**config.mk**
```make
export PLATFORM = sky130hd
export DESIGN_NAME = ram_module
export DESIGN_NICKNAME = d
export VERILOG_FILES = /design/src/rtl/ram_module_pkg.sv /design/src/rtl/ram_module.sv
export SDC_FILE = /design/constraint.sdc
export NUM_CORES = 1
export LEC_CHECK = 0
export CAP_MARGIN = 20
export CORE_MARGIN = 2
export CORE_UTILIZATION = 25
export DETAILED_ROUTE_END_ITERATION = 10
export GPL_TIMING_DRIVEN = 0
export REMOVE_ABC_BUFFERS = 1
export SYNTH_ARGS = -nofsm -noshare
export SYNTH_HDL_FRONTEND = slang
export SYNTH_SLANG_ARGS = --single-unit
```
**constraint.sdc**
```tcl
create_clock -name clk -period 6.97 [get_ports clk]
set_input_delay 1.0455 -clock clk [delete_from_list [all_inputs] [get_ports clk]]
set_output_delay 1.0455 -clock clk [all_outputs]
set_load 0.005 [all_outputs]
```
**src/rtl/ram_module_pkg.sv**
```systemverilog
// Shared sizing constants for the flop-based scratch RAM.
// Consumers size their address and data buses from these values.
package ram_module_pkg;

  localparam int RAM_DATA_WIDTH = 8;
  localparam int RAM_ADDR_WIDTH = 4;
  localparam int RAM_DEPTH      = 2 ** RAM_ADDR_WIDTH;

endpackage : ram_module_pkg

```
**src/rtl/ram_module.sv**
```systemverilog
// Single-port register-file RAM with a synchronous write and a combinational read.
// An asynchronous reset clears every word.
module ram_module
  import ram_module_pkg::*;
#(
  parameter int DATA_WIDTH = RAM_DATA_WIDTH,
  parameter int ADDR_WIDTH = RAM_ADDR_WIDTH
) (
  input  logic                  clk,
  input  logic                  rst,
  input  logic                  wr_en,
  input  logic [ADDR_WIDTH-1:0] addr,
  input  logic [DATA_WIDTH-1:0] data_in,
  output logic [DATA_WIDTH-1:0] data_out
);

  localparam int DEPTH = 2 ** ADDR_WIDTH;

  logic [DATA_WIDTH-1:0] mem [DEPTH];

  // The depth is a full power of two, so every address is in range
  // and no bounds check is required.
  always_ff @(posedge clk or posedge rst) begin
    if (rst) begin
      for (int i = 0; i < DEPTH; i++) begin
        mem[i] <= '0;
      end
    end else if (wr_en) begin
      mem[addr] <= data_in;
    end
  end

  // The read takes no data from data_in. A read of the word being
  // written returns the old contents until the clock edge.
  assign data_out = mem[addr];

endmodule : ram_module

```
======== Yosys cells after proc, flatten, opt, wreduce, memory -nomap -nowiden ========
Index checks and enable logic that the tools add are counted.
word-level totals
  bits in registers ....................... 128
  input bits .............................. 15
  word-level logic and storage cells ...... 26
operators by class
  multiplexer cells ....................... 6
  order comparisons ....................... 2
  bitwise operators ....................... 1
  reduce and logical (&&, ||, !) cells .... 1
operators with widths
  operator                                                    count
  bitwise mux 128 bit                                         1
  binary-select mux 8 bit (select 4 bit)                      1
  demux 8 bit (select 4 bit)                                  1
  two-way mux 8 bit                                           3
  >= comparator 5 bit, second input constant                  1
  less-than comparator 5 x 1 -> 1 bit, second input constant  1
  NOT 4 -> 5 bit                                              1
  logical AND 1 bit                                           1

======== Logic depth before layout (Yosys ltp) ========
Gate-level depths: netlist of the first run.
  depth in word-level cells ............... 6
  depth in mapped cells ................... 6
  mapped depth without buffers ............ 3

======== Worst setup path after synthesis of the first run ========
No wires, ideal clock.
  path type ............................... input -> output
  from .................................... input addr[0]
  to ...................................... output data_out[5]
  required time ........................... 5.924 ns
  buffers on the path ..................... 3
  cell stages on the path ................. 6
  setup slack ............................. 3.622 ns
  arrival time ............................ 2.302 ns
  cell sequence ........................... buf_2 > buf_6 > buf_4 > mux4_2 > a22oi_1 > nand2_1
between the ends
  longest elaborated chain between the ends .. 4
ends and longest elaborated chain
  item                                                   RTL line          text
  start: declaration                                     ram_module.sv:12  input logic [ADDR_WIDTH-1:0] addr,
  NOT 4 -> 5 bit (not written as such)                   ram_module.sv:35  assign data_out = mem[addr];
  binary-select mux 8 bit (select 4 bit)                 ram_module.sv:35
  two-way mux 8 bit (not written as such) (2 in series)  ram_module.sv:35
  end: declaration                                       ram_module.sv:14  output logic [DATA_WIDTH-1:0] data_out
No other way between the ends. The select of a mux whose other input is x is not followed.

======== Worst setup path after layout of the first run ========
  from .................................... input addr[2]
  to ...................................... output data_out[5]
The elaborated chain is that of the path after synthesis.

==> metrics.txt, run 1 <==
worst hold path depth=1; max_cap viols=0; hold_ws=0.5004 ns; Cell Pwr Density=between 300 and 400 mW/mm²; worst-path cell chain=clkdlybuf4s50_1 > nor2b_1 > a22oi_1 > nand2_1 > clkdlybuf4s50_1; Hold Startpoint=mem[123]$_DFFE_PP0P_; Slew Viols, Final=0; ys async rst share=100.0%; Top reg by flops=mem; arrival time of the worst setup path=between 3 and 4 ns; share of cells above drive strength 1=between 50 and 60%; final wirelength=~13 mm; most frequent cell after synthesis=dfrtp_1; Synth Cell Area=0.005947 mm²; YS warnings=0; number of vias in the routed layout=between 3000 and 4000; met1 global-route usage=14.55%; total power=2.388 mW; Worst Max-Slew Pin Slew=a little over 1 ns; worst setup margin=about 2.4 ns; worst reg2reg startpoint=mem[63]$_DFFE_PP0P_; sequential fraction of the synthesis area=53.86%; gr ovfl total=0; largest net degree at the start of global routing=85; Setup WS pre-CTS=~2.4 ns; DR vias/cell=approximately 4.6; Site Rows=56; worst endpoint required time=roughly 5.9 ns; setup TNS=0 ns; main area contributors after synthesis=dfrtp_1 (54%), mux2_2 (23%), mux4_2 (12%); Commonest cells post-synth=dfrtp_1 (128), mux2_2 (120), mux4_2 (32); GRT met2 Usage=18.47%; cell taking the most area after synthesis=dfrtp_1; post-CTS setup buffer count=0; reg-to-reg critical path endpoint=mem[63]$_DFFE_PP0P_; Inst Count DP=roughly 680; outcome=complete, no violations; Clock Latency Late Sink=about 0.41 ns; Top Usage Layer GRT=met2; fillcell total=around 2300; initial antenna violation count=1; first-pass GRT wire length=21.16 mm; Hold-fix buffers, CTS=0; Antenna Cells=0; VDD IR-drop max=roughly 0.00018 V; GRT Overall Usage=about an eighth; P&R area growth vs syn=19.86%; clock net sink count=between 100 and 150; area of the die=roughly 0.025 mm²; most frequent CP cell=clkdlybuf4s50_1; Crit Path Class=in2out; Top Ports=23; initial core utilization=about a quarter; post-route ant nets=0; critical path's slowest cell=clkdlybuf4s50_1; vias in the first global route=3698; die height=approximately 160 µm; Final Critical Period=approximately 4.6 ns; biggest regs=mem x128; # H-tree levels=4; Crit Path Max Fanout=16; Synth Area per Inst=around 16 µm²; CTS root buffer=clkbuf_16; CTS Buf Count=17; Final Non-Filler Cells=a little over 700; R2R setup slack=~6.2 ns; Yosys top cell area share=between 50% and 60%; P_leak=slightly below 3 nW; port bufs=22; max reg flops=between 100 and 150; Final Net Count=about 400; number of flops mapped to enable cells by yosys=0; drt wl/cell=roughly 19 µm; CP peak stage delay=0.78 ns; met3 GRT Util=approximately 3.9%; fmax=0.2183 GHz; Clock Tree Buf Depth=2; RePlAce Congestion=between 0.7 and 0.8; setup violators final=0; First DRT Iteration DRCs=between 150 and 200; Initial DRT Pass Iterations=4; Die Width=158.2 µm; Yosys reg bits=between 100 and 150; RSZ-0062 raised after global routing=no; clock skew=0 ns; core box area=0.02340 mm²; Hold Fails Final Rpt=0; crit path launch type=primary input; cts repair resizes=0; worst reg2reg path depth=1; Mapped Cells=between 300 and 400; worst rel slew slack=approximately 32%; CP Capture Type=output port; period utilisation layout=roughly two thirds; Hold Path Sink=mem[123]$_DFFE_PP0P_; Synth cell types=30; DPL Wire Length=~8.6 mm; CTS tree=yes; Clock Pin Slew Worst Setup and Hold Paths=~0.050 ns; Remaining DRCs=0; Hold Crit Class=reg2reg; ys flop type=dfrtp_1
cell usage in the layout (no fill, tap or decap), types with 2 or more instances in the layout:
cell and count:
nand4bb_1 2, mux4_2 32, nor2b_1 4, dfrtp_1 128
mux2_2 120, nor4b_4 2, nand2_1 10, clkdlybuf4s50_1 20
bufinv_16 6, clkinv_2 3, a22oi_1 16, clkbuf_16 17
or4_1 2, clkinvlp_4 5, nor2_2 4, mux2_4 8
critical path: cells and delay by family:
| kind | cells | cell delay (ns) |
|---|---|---|
| buf+inv | 2 | 1.32 |
| simple gates | 2 | 0.91 |
| compound gates | 1 | 0.25 |
cell type report:
type | count | area [µm²] | share of cell area (%)
multi-input cells | 212 | 2590 | 36.33
clock inverters | 15 | 241.5 | 3.388
inverters | 1 | 8.758 | 0.1229
flip-flops and latches | 128 | 3203 | 44.94
clock buffers | 17 | 425.4 | 5.968
well taps | 319 | 399.1 | 5.599
repair buffers | 24 | 260.3 | 3.651
metrics by stage:
stage	instance area (µm²)	util, %
after detailed placement	6461	27.61
after floorplan	5797	-
after CTS	7128	30.46
after global placement	6416	27.42
after global routing	7128	30.46
final	7128	30.46
routing by layer:
metal / up-vias / wire [µm]
li1: 1432 / -
met1: 1737 / 5795
met2: 81 / 6686
met3: 21 / 784
met4: 2 / 197
met5: - / 13
power breakdown:
group	switching [mW]	leakage, nW	internal (mW)
Clock	0.330	0.311	0.668
Sequential	0.0840	1.57	0.916
Combinational	0.140	1.05	0.250
cells by family after synthesis:
| group | after synthesis | synth area share [%] |
|---|---|---|
| buffers and inverters | 29 | 2.588 |
| AO/OA/AOI/OAI | 16 | 2.020 |
| flip-flops | 128 | 53.86 |
| AND/OR/NAND/NOR | 36 | 4.671 |
| multiplexers | 160 | 36.86 |
worst max path at each step:
stage	startpoint	to	slack [ns]
finish	addr[2]	data_out[5]	2.39
global route	addr[2]	data_out[5]	2.27
CTS	addr[2]	data_out[5]	2.40
detailed placement	addr[2]	data_out[5]	2.43
global placement	addr[0]	data_out[7]	0.68
floorplan	rst	mem[0]$_DFFE_PP0P_	2.51
Note: power is estimated with default switching activity, not from simulation.
==> run 2: changes to the inputs <==
==> constraint.sdc (replaced) <==
create_clock -name clk -period 4.1 [get_ports clk]
set_input_delay 0.615 -clock clk [delete_from_list [all_inputs] [get_ports clk]]
set_output_delay 0.615 -clock clk [all_outputs]
set_load 0.005 [all_outputs]
==> results of run 2 <==
The final DEF is identical to that of run 1. Status: complete, no violations.
Main changes from that run: setup slack after placement 2.430 ns -> 0.4210 ns; setup slack after layout 2.389 ns -> 0.3800 ns; register-to-register setup slack 6.19 ns -> 3.32 ns; total power 2.388 mW -> 4.059 mW; worst IR drop on VDD 0.0001845 V -> 0.0003137 V
